<file path="src/rtl/hls_monitor_pkg.sv">
// Shared types and helpers for the HLS dataflow deadlock monitor.
// FSM state encoding, cause-type constants and a width helper.
package hls_monitor_pkg;

    typedef enum logic [1:0] {
        IDLE,
        SUSPECT,
        DEADLOCK
    } monitor_state_e;

    localparam logic CAUSE_AXIS = 1'b0;
    localparam logic CAUSE_INST = 1'b1;

    // Ceiling log2, never less than 1 so derived vectors stay legal.
    function automatic int unsigned clog2(input int unsigned value);
        int unsigned r;
        r = 1;
        while ((32'd1 << r) < value) begin
            r++;
        end
        return r;
    endfunction

endpackage

</file>
<file path="src/rtl/hls_monitor_prio_enc.sv">
// Lowest-index-wins priority encoder: reports whether any bit is set
// and the index of the lowest set bit.
module hls_monitor_prio_enc #(
    parameter int WIDTH = 4,
    parameter int IDX_W = 2
) (
    input  logic [WIDTH-1:0] bits,
    output logic             valid,
    output logic [IDX_W-1:0] idx
);

    always_comb begin
        valid = 1'b0;
        idx   = '0;
        for (int unsigned i = 0; i < WIDTH; i++) begin
            if (!valid && bits[i]) begin
                valid = 1'b1;
                idx   = IDX_W'(i);
            end
        end
    end

endmodule

</file>
<file path="src/rtl/hls_deadlock_monitor_param.sv">
// Deadlock monitor for one HLS dataflow region: filters transient back-pressure
// with a persistence threshold and holds a sticky deadlock with first-cause capture.
module hls_deadlock_monitor_param
    import hls_monitor_pkg::*;
#(
    parameter int NUM_AXIS  = 3,
    parameter int NUM_INST  = 4,
    parameter int THRESHOLD = 16,
    parameter int STALL_W   = 16,
    parameter int IDX_W     = clog2((NUM_AXIS > NUM_INST) ? NUM_AXIS : NUM_INST)
) (
    input  logic                clock,
    input  logic                reset,
    input  logic                clear,
    input  logic [NUM_AXIS-1:0] axis_block_sigs,
    input  logic [NUM_INST-1:0] inst_idle_sigs,
    input  logic [NUM_INST-1:0] inst_block_sigs,
    output logic                block,
    output logic                deadlock,
    output logic                cause_valid,
    output logic                cause_type,
    output logic [IDX_W-1:0]    cause_idx,
    output logic [STALL_W-1:0]  stall_cycles
);

    localparam int CNT_W = clog2(THRESHOLD + 1);

    monitor_state_e     state_q, state_d;
    logic [CNT_W-1:0]   cnt_q, cnt_d;
    logic               block_q;
    logic               cause_valid_q, cause_valid_d;
    logic               cause_type_q, cause_type_d;
    logic [IDX_W-1:0]   cause_idx_q, cause_idx_d;
    logic [STALL_W-1:0] stall_q, stall_d;

    logic [NUM_INST-1:0] inst_qual;
    logic                axis_valid, inst_valid, cand;
    logic [IDX_W-1:0]    axis_idx, inst_idx;

    // An instance that is idle cannot be the one holding the region up.
    assign inst_qual = inst_block_sigs & ~inst_idle_sigs;
    assign cand      = axis_valid | inst_valid;

    hls_monitor_prio_enc #(
        .WIDTH (NUM_AXIS),
        .IDX_W (IDX_W)
    ) u_axis_enc (
        .bits  (axis_block_sigs),
        .valid (axis_valid),
        .idx   (axis_idx)
    );

    hls_monitor_prio_enc #(
        .WIDTH (NUM_INST),
        .IDX_W (IDX_W)
    ) u_inst_enc (
        .bits  (inst_qual),
        .valid (inst_valid),
        .idx   (inst_idx)
    );

    always_comb begin
        state_d       = state_q;
        cnt_d         = cnt_q;
        cause_valid_d = cause_valid_q;
        cause_type_d  = cause_type_q;
        cause_idx_d   = cause_idx_q;
        stall_d       = stall_q;

        if (clear) begin
            state_d       = IDLE;
            cnt_d         = '0;
            cause_valid_d = 1'b0;
            cause_type_d  = CAUSE_AXIS;
            cause_idx_d   = '0;
            stall_d       = '0;
        end else begin
            unique case (state_q)
                IDLE: begin
                    if (cand) begin
                        cause_valid_d = 1'b1;
                        cause_type_d  = axis_valid ? CAUSE_AXIS : CAUSE_INST;
                        cause_idx_d   = axis_valid ? axis_idx : inst_idx;
                        if (THRESHOLD == 1) begin
                            state_d = DEADLOCK;
                        end else begin
                            state_d = SUSPECT;
                            cnt_d   = CNT_W'(1);
                        end
                    end
                end
                SUSPECT: begin
                    if (!cand) begin
                        state_d       = IDLE;
                        cnt_d         = '0;
                        cause_valid_d = 1'b0;
                    end else if (cnt_q == CNT_W'(THRESHOLD - 1)) begin
                        state_d = DEADLOCK;
                    end else begin
                        cnt_d = cnt_q + 1'b1;
                    end
                end
                DEADLOCK: begin
                    if (stall_q != '1) begin
                        stall_d = stall_q + 1'b1;
                    end
                end
                default: begin
                    state_d = IDLE;
                end
            endcase
        end
    end

    always_ff @(posedge clock) begin
        if (reset) begin
            state_q       <= IDLE;
            cnt_q         <= '0;
            block_q       <= 1'b0;
            cause_valid_q <= 1'b0;
            cause_type_q  <= CAUSE_AXIS;
            cause_idx_q   <= '0;
            stall_q       <= '0;
        end else begin
            state_q       <= state_d;
            cnt_q         <= cnt_d;
            block_q       <= cand;
            cause_valid_q <= cause_valid_d;
            cause_type_q  <= cause_type_d;
            cause_idx_q   <= cause_idx_d;
            stall_q       <= stall_d;
        end
    end

    assign block        = block_q;
    assign deadlock     = (state_q == DEADLOCK);
    assign cause_valid  = cause_valid_q;
    assign cause_type   = cause_type_q;
    assign cause_idx    = cause_idx_q;
    assign stall_cycles = stall_q;

endmodule

</file>
<file path="config.mk">
export PLATFORM = sky130hd
export DESIGN_NAME = hls_deadlock_monitor_param
export DESIGN_NICKNAME = d
export VERILOG_FILES = /design/src/rtl/hls_monitor_pkg.sv /design/src/rtl/hls_monitor_prio_enc.sv /design/src/rtl/hls_deadlock_monitor_param.sv
export SDC_FILE = /design/constraint.sdc
export NUM_CORES = 1
export LEC_CHECK = 0
export CAP_MARGIN = 40
export CORE_ASPECT_RATIO = 0.7
export CORE_UTILIZATION = 48
export CTS_CLUSTER_DIAMETER = 150
export DETAILED_ROUTE_END_ITERATION = 10
export GPL_TIMING_DRIVEN = 0
export PLACE_DENSITY_LB_ADDON = 0.25
export SETUP_SLACK_MARGIN = 0.2
export SYNTH_ARGS = -nofsm -noshare
export SYNTH_HDL_FRONTEND = slang
export SYNTH_SLANG_ARGS = --single-unit
</file>
<file path="constraint.sdc">
create_clock -name clock -period 2.14 [get_ports clock]
set_clock_uncertainty 0.2 [all_clocks]
set_input_delay 0.321 -clock clock [delete_from_list [all_inputs] [get_ports clock]]
set_output_delay 0.321 -clock clock [all_outputs]
set_load 0.005 [all_outputs]
</file>
==> impl_metrics.py <==
metrics = {
    "outcome": {
        "status": "finished, final reports clean",
    },
    "clocking": {
        "worst_skew_pair.late_latency_ns": 0.28,
        "max-clock-path-buffers": 2,
        "numCtsBuffers": 3,
        "clock_sink_count": 28,
        "clk_pin_slew_worst_setup_hold_paths_ns": 0.10,
        "cts_tree": "yes",
        "cts_h_tree_depth": 1,
        "cts-hold-fix-buffers": 0,
        "clock-root-buffer": "sky130_fd_sc_hd__clkbuf_8",
    },
    "cells_and_area": {
        "n_fill_cell": 211,
        "post_route_cells_drive_above_1_share_pct": 22.58,
        "areaGrowthSynthToFinish_pct": 45.45,
        "post-route-util_pct": 73.57,
        "instances_no_fill": 253,
        "design.final.nets": 235,
        "diode_count": 0,
        "finish.instance_area_um2": 2062,
    },
    "timing": {
        "finalHoldViolCount": 0,
        "setup_total_negative_slack_ns": 0,
        "post-route-period-util_pct": 90.64,
        "layout_setup_ws_ns": 0.2004,
        "drv_slew": 0,
        "relSlewSlack_pct": 67.05,
        "tightestPinTransition_ns": 0.4943,
        "period_needed_ns": 1.940,
        "rsz0062_at_grt": "true",
        "final.hold.worst_slack_ns": 0.2780,
        "setup_viol_count_final": 0,
        "fmax_mhz": 515.6,
    },
    "yosys": {
        "ys_types": 45,
        "synth.ff_latch_count": 28,
        "syn_avg_cell_area_um2": 8.388,
        "netlist.top_cell.by_area": "sky130_fd_sc_hd__dfxtp_1",
        "synth_enable_flop_cells": 0,
        "post_synth_top_area_share_pct": 39.54,
        "synth_area_um2": 1418,
        "yosys_most_used_dff": "sky130_fd_sc_hd__dfxtp_1",
        "synth-async-reset-ratio_pct": 0,
        "syn-instance-count": 169,
        "yosys_warnings": 0,
        "synthTopCellsByArea": "sky130_fd_sc_hd__dfxtp_1 (40%), sky130_fd_sc_hd__nor2_1 (7.1%), sky130_fd_sc_hd__xor2_1 (3.7%)",
        "most_frequently_used_cell_type_in_the_post_synthesis_netlist": "sky130_fd_sc_hd__dfxtp_1",
        "sequential_cell_area_fraction_in_the_yosys_report_pct": 39.54,
        "synthTopCellsByCount": "sky130_fd_sc_hd__dfxtp_1 (28), sky130_fd_sc_hd__nor2_1 (27), sky130_fd_sc_hd__a21oi_1 (10), sky130_fd_sc_hd__nand2_1 (10), sky130_fd_sc_hd__o21ai_0 (8)",
        "syn-num-nets": 186,
    },
    "power": {
        "maximum_resistive_drop_on_vdd_mv": 0.3556,
        "cellPowerDensity_nw_per_um2": 468.4,
        "power_mw": 0.9659,
        "leakage_nw": 0.7702,
    },
    "placement": {
        "dp.cells": 240,
        "io_buffer_count": 35,
        "place_congestion": 0.8060,
        "placedInstanceArea_um2": 1813,
        "place_hpwl_um": 2561,
        "dp_worst_setup_slack_ns": -0.3274,
    },
    "setup_path": {
        "worstSetupStartpoint": "stall_cycles[1]$_SDFFE_PP0P_",
        "critPathCapture": "stall_cycles[14]$_SDFFE_PP0P_",
        "critical_path.reg2reg.startpoint": "stall_cycles[1]$_SDFFE_PP0P_",
        "start_kind": "register",
        "path_max_fanout": 6,
        "r2r_setup_slk_ns": 0.20,
        "r2r.worst_path.cells": 6,
        "crit_path_end_kind": "register",
        "critPathArrivalTime_ns": 1.90,
        "worst_ep_required_ns": 2.10,
        "critical_path.reg2reg.endpoint": "stall_cycles[14]$_SDFFE_PP0P_",
        "setup.worst_path.class": "register to register",
    },
    "global_route": {
        "grt_pass1_wl_um": 5823,
        "globalRouteOverflowTotal": 0,
        "maximum_number_of_pins_on_one_net_before_global_route_repair": 16,
        "via_count_of_the_first_global_routing_pass": 1268,
        "grt.total_usage_pct": 25.32,
        "antenna_found_initial": 0,
    },
    "detailed_routing": {
        "first_iter_violations": 88,
        "drtPass1Iterations": 4,
        "remaining_drc_errors": 0,
        "total_routed_wirelength_um": 4003,
        "routed_wire_length_per_instance_um": 15.82,
        "route.vias.total": 1450,
        "ant_nets": 0,
        "drt-vias-per-instance": 5.731,
    },
    "die": {
        "fp_rows": 16,
        "die_outline_area_um2": 3178,
        "floorplan.die.height_um": 47.47,
        "core_area_um2": 2803,
        "initial_core_util_pct": 50.58,
        "design.portCount": 36,
        "die-width_um": 66.96,
    },
    "worst_hold_path": {
        "hp-class": "register to register",
    },
    "run": {
        "maxCapViolations": 0,
    },
}
how the worst min path moves through the flow:
stage	start	end	slack, ns	depth (start not counted)
2_1_floorplan	reset	block$_SDFF_PP0_	0.19	1
3_3_place_gp	cause_idx[1]$_SDFFE_PP0P_	cause_idx[1]$_SDFFE_PP0P_	0.25	2
3_5_place_dp	cause_idx[1]$_SDFFE_PP0P_	cause_idx[1]$_SDFFE_PP0P_	0.25	2
4_1_cts	cause_idx[1]$_SDFFE_PP0P_	cause_idx[1]$_SDFFE_PP0P_	0.28	2
5_1_grt	cause_idx[1]$_SDFFE_PP0P_	cause_idx[1]$_SDFFE_PP0P_	0.30	2
6_report	cause_idx[1]$_SDFFE_PP0P_	cause_idx[1]$_SDFFE_PP0P_	0.28	2
kinds of logic (layout without fill, tap and decap cells):
family | Yosys count | after routing | synth area share [%]
buf+inv | 12 | 60 | 3.794
mux | 3 | 3 | 2.118
compound gates | 30 | 30 | 13.51
xor+xnor | 11 | 11 | 6.796
simple gates | 82 | 82 | 31.60
fa+ha+maj | 3 | 3 | 2.648
flops | 28 | 28 | 39.54
cell type report:
cell class	instances	area, µm²	area share, %
plain buffers	5	35.03	1.699
flip-flops and latches	28	571.8	27.73
inverters	7	26.28	1.274
multi-input cells	129	920.9	44.66
well taps	36	45.04	2.184
clock buffers	4	55.05	2.670
repair buffers	44	407.9	19.78
metal layers:
metal	track usage [%]	part of all wire, %
met2	42.83	49
met5	0	0
met4	8.085	1.8
met3	7.381	7.3
met1	31.92	42
critical path, cell delays in order, from the launching register on:
cell and delay (ns):
sky130_fd_sc_hd__dfxtp_2 0.36, sky130_fd_sc_hd__ha_2 0.21, sky130_fd_sc_hd__nand3_2 0.13, sky130_fd_sc_hd__or2_4 0.29, sky130_fd_sc_hd__or3_4 0.35, sky130_fd_sc_hd__nor4_2 0.20, sky130_fd_sc_hd__nor3b_2 0.08
state kept, by name, indices dropped and copies added (netlist names):
| name | count |
|---|---|
| cnt_q | 5 |
| cause_valid | 1 |
| stall_cycles | 16 |
| block | 1 |
| cause_idx | 2 |
| cause_type | 1 |
| state_q | 2 |
power breakdown:
group	internal, mW	switching, mW
clock network	0.165	0.172
logic	0.0524	0.0444
registers	0.526	0.00520
repair_timing:
item                                   CTS  global route
endpoints found under the hold margin    0             0
pin swaps                                6             3
resized for setup                       30            16
buffers inserted                         8             1
setup endpoints to repair               15            14
placed cells by master, fill, tap and decap left out, drive strengths merged, types with 2 or more instances in the layout:
cell type,count
a21oi,10
a31oi,2
a32oi,2
and3,4
buf,11
clkbuf,7
clkdlybuf4s50,27
dfxtp,28
dlygate4sd2,8
ha,3
inv,7
mux2i,3
nand2,10
nand2b,5
nand3,3
nand4,5
nand4b,2
nor2,27
nor2b,2
nor3,6
nor3b,4
nor4,2
o21ai,8
or2,2
or3,2
or4,2
xnor2,5
xor2,6
Power figures use the tool's default switching activity.
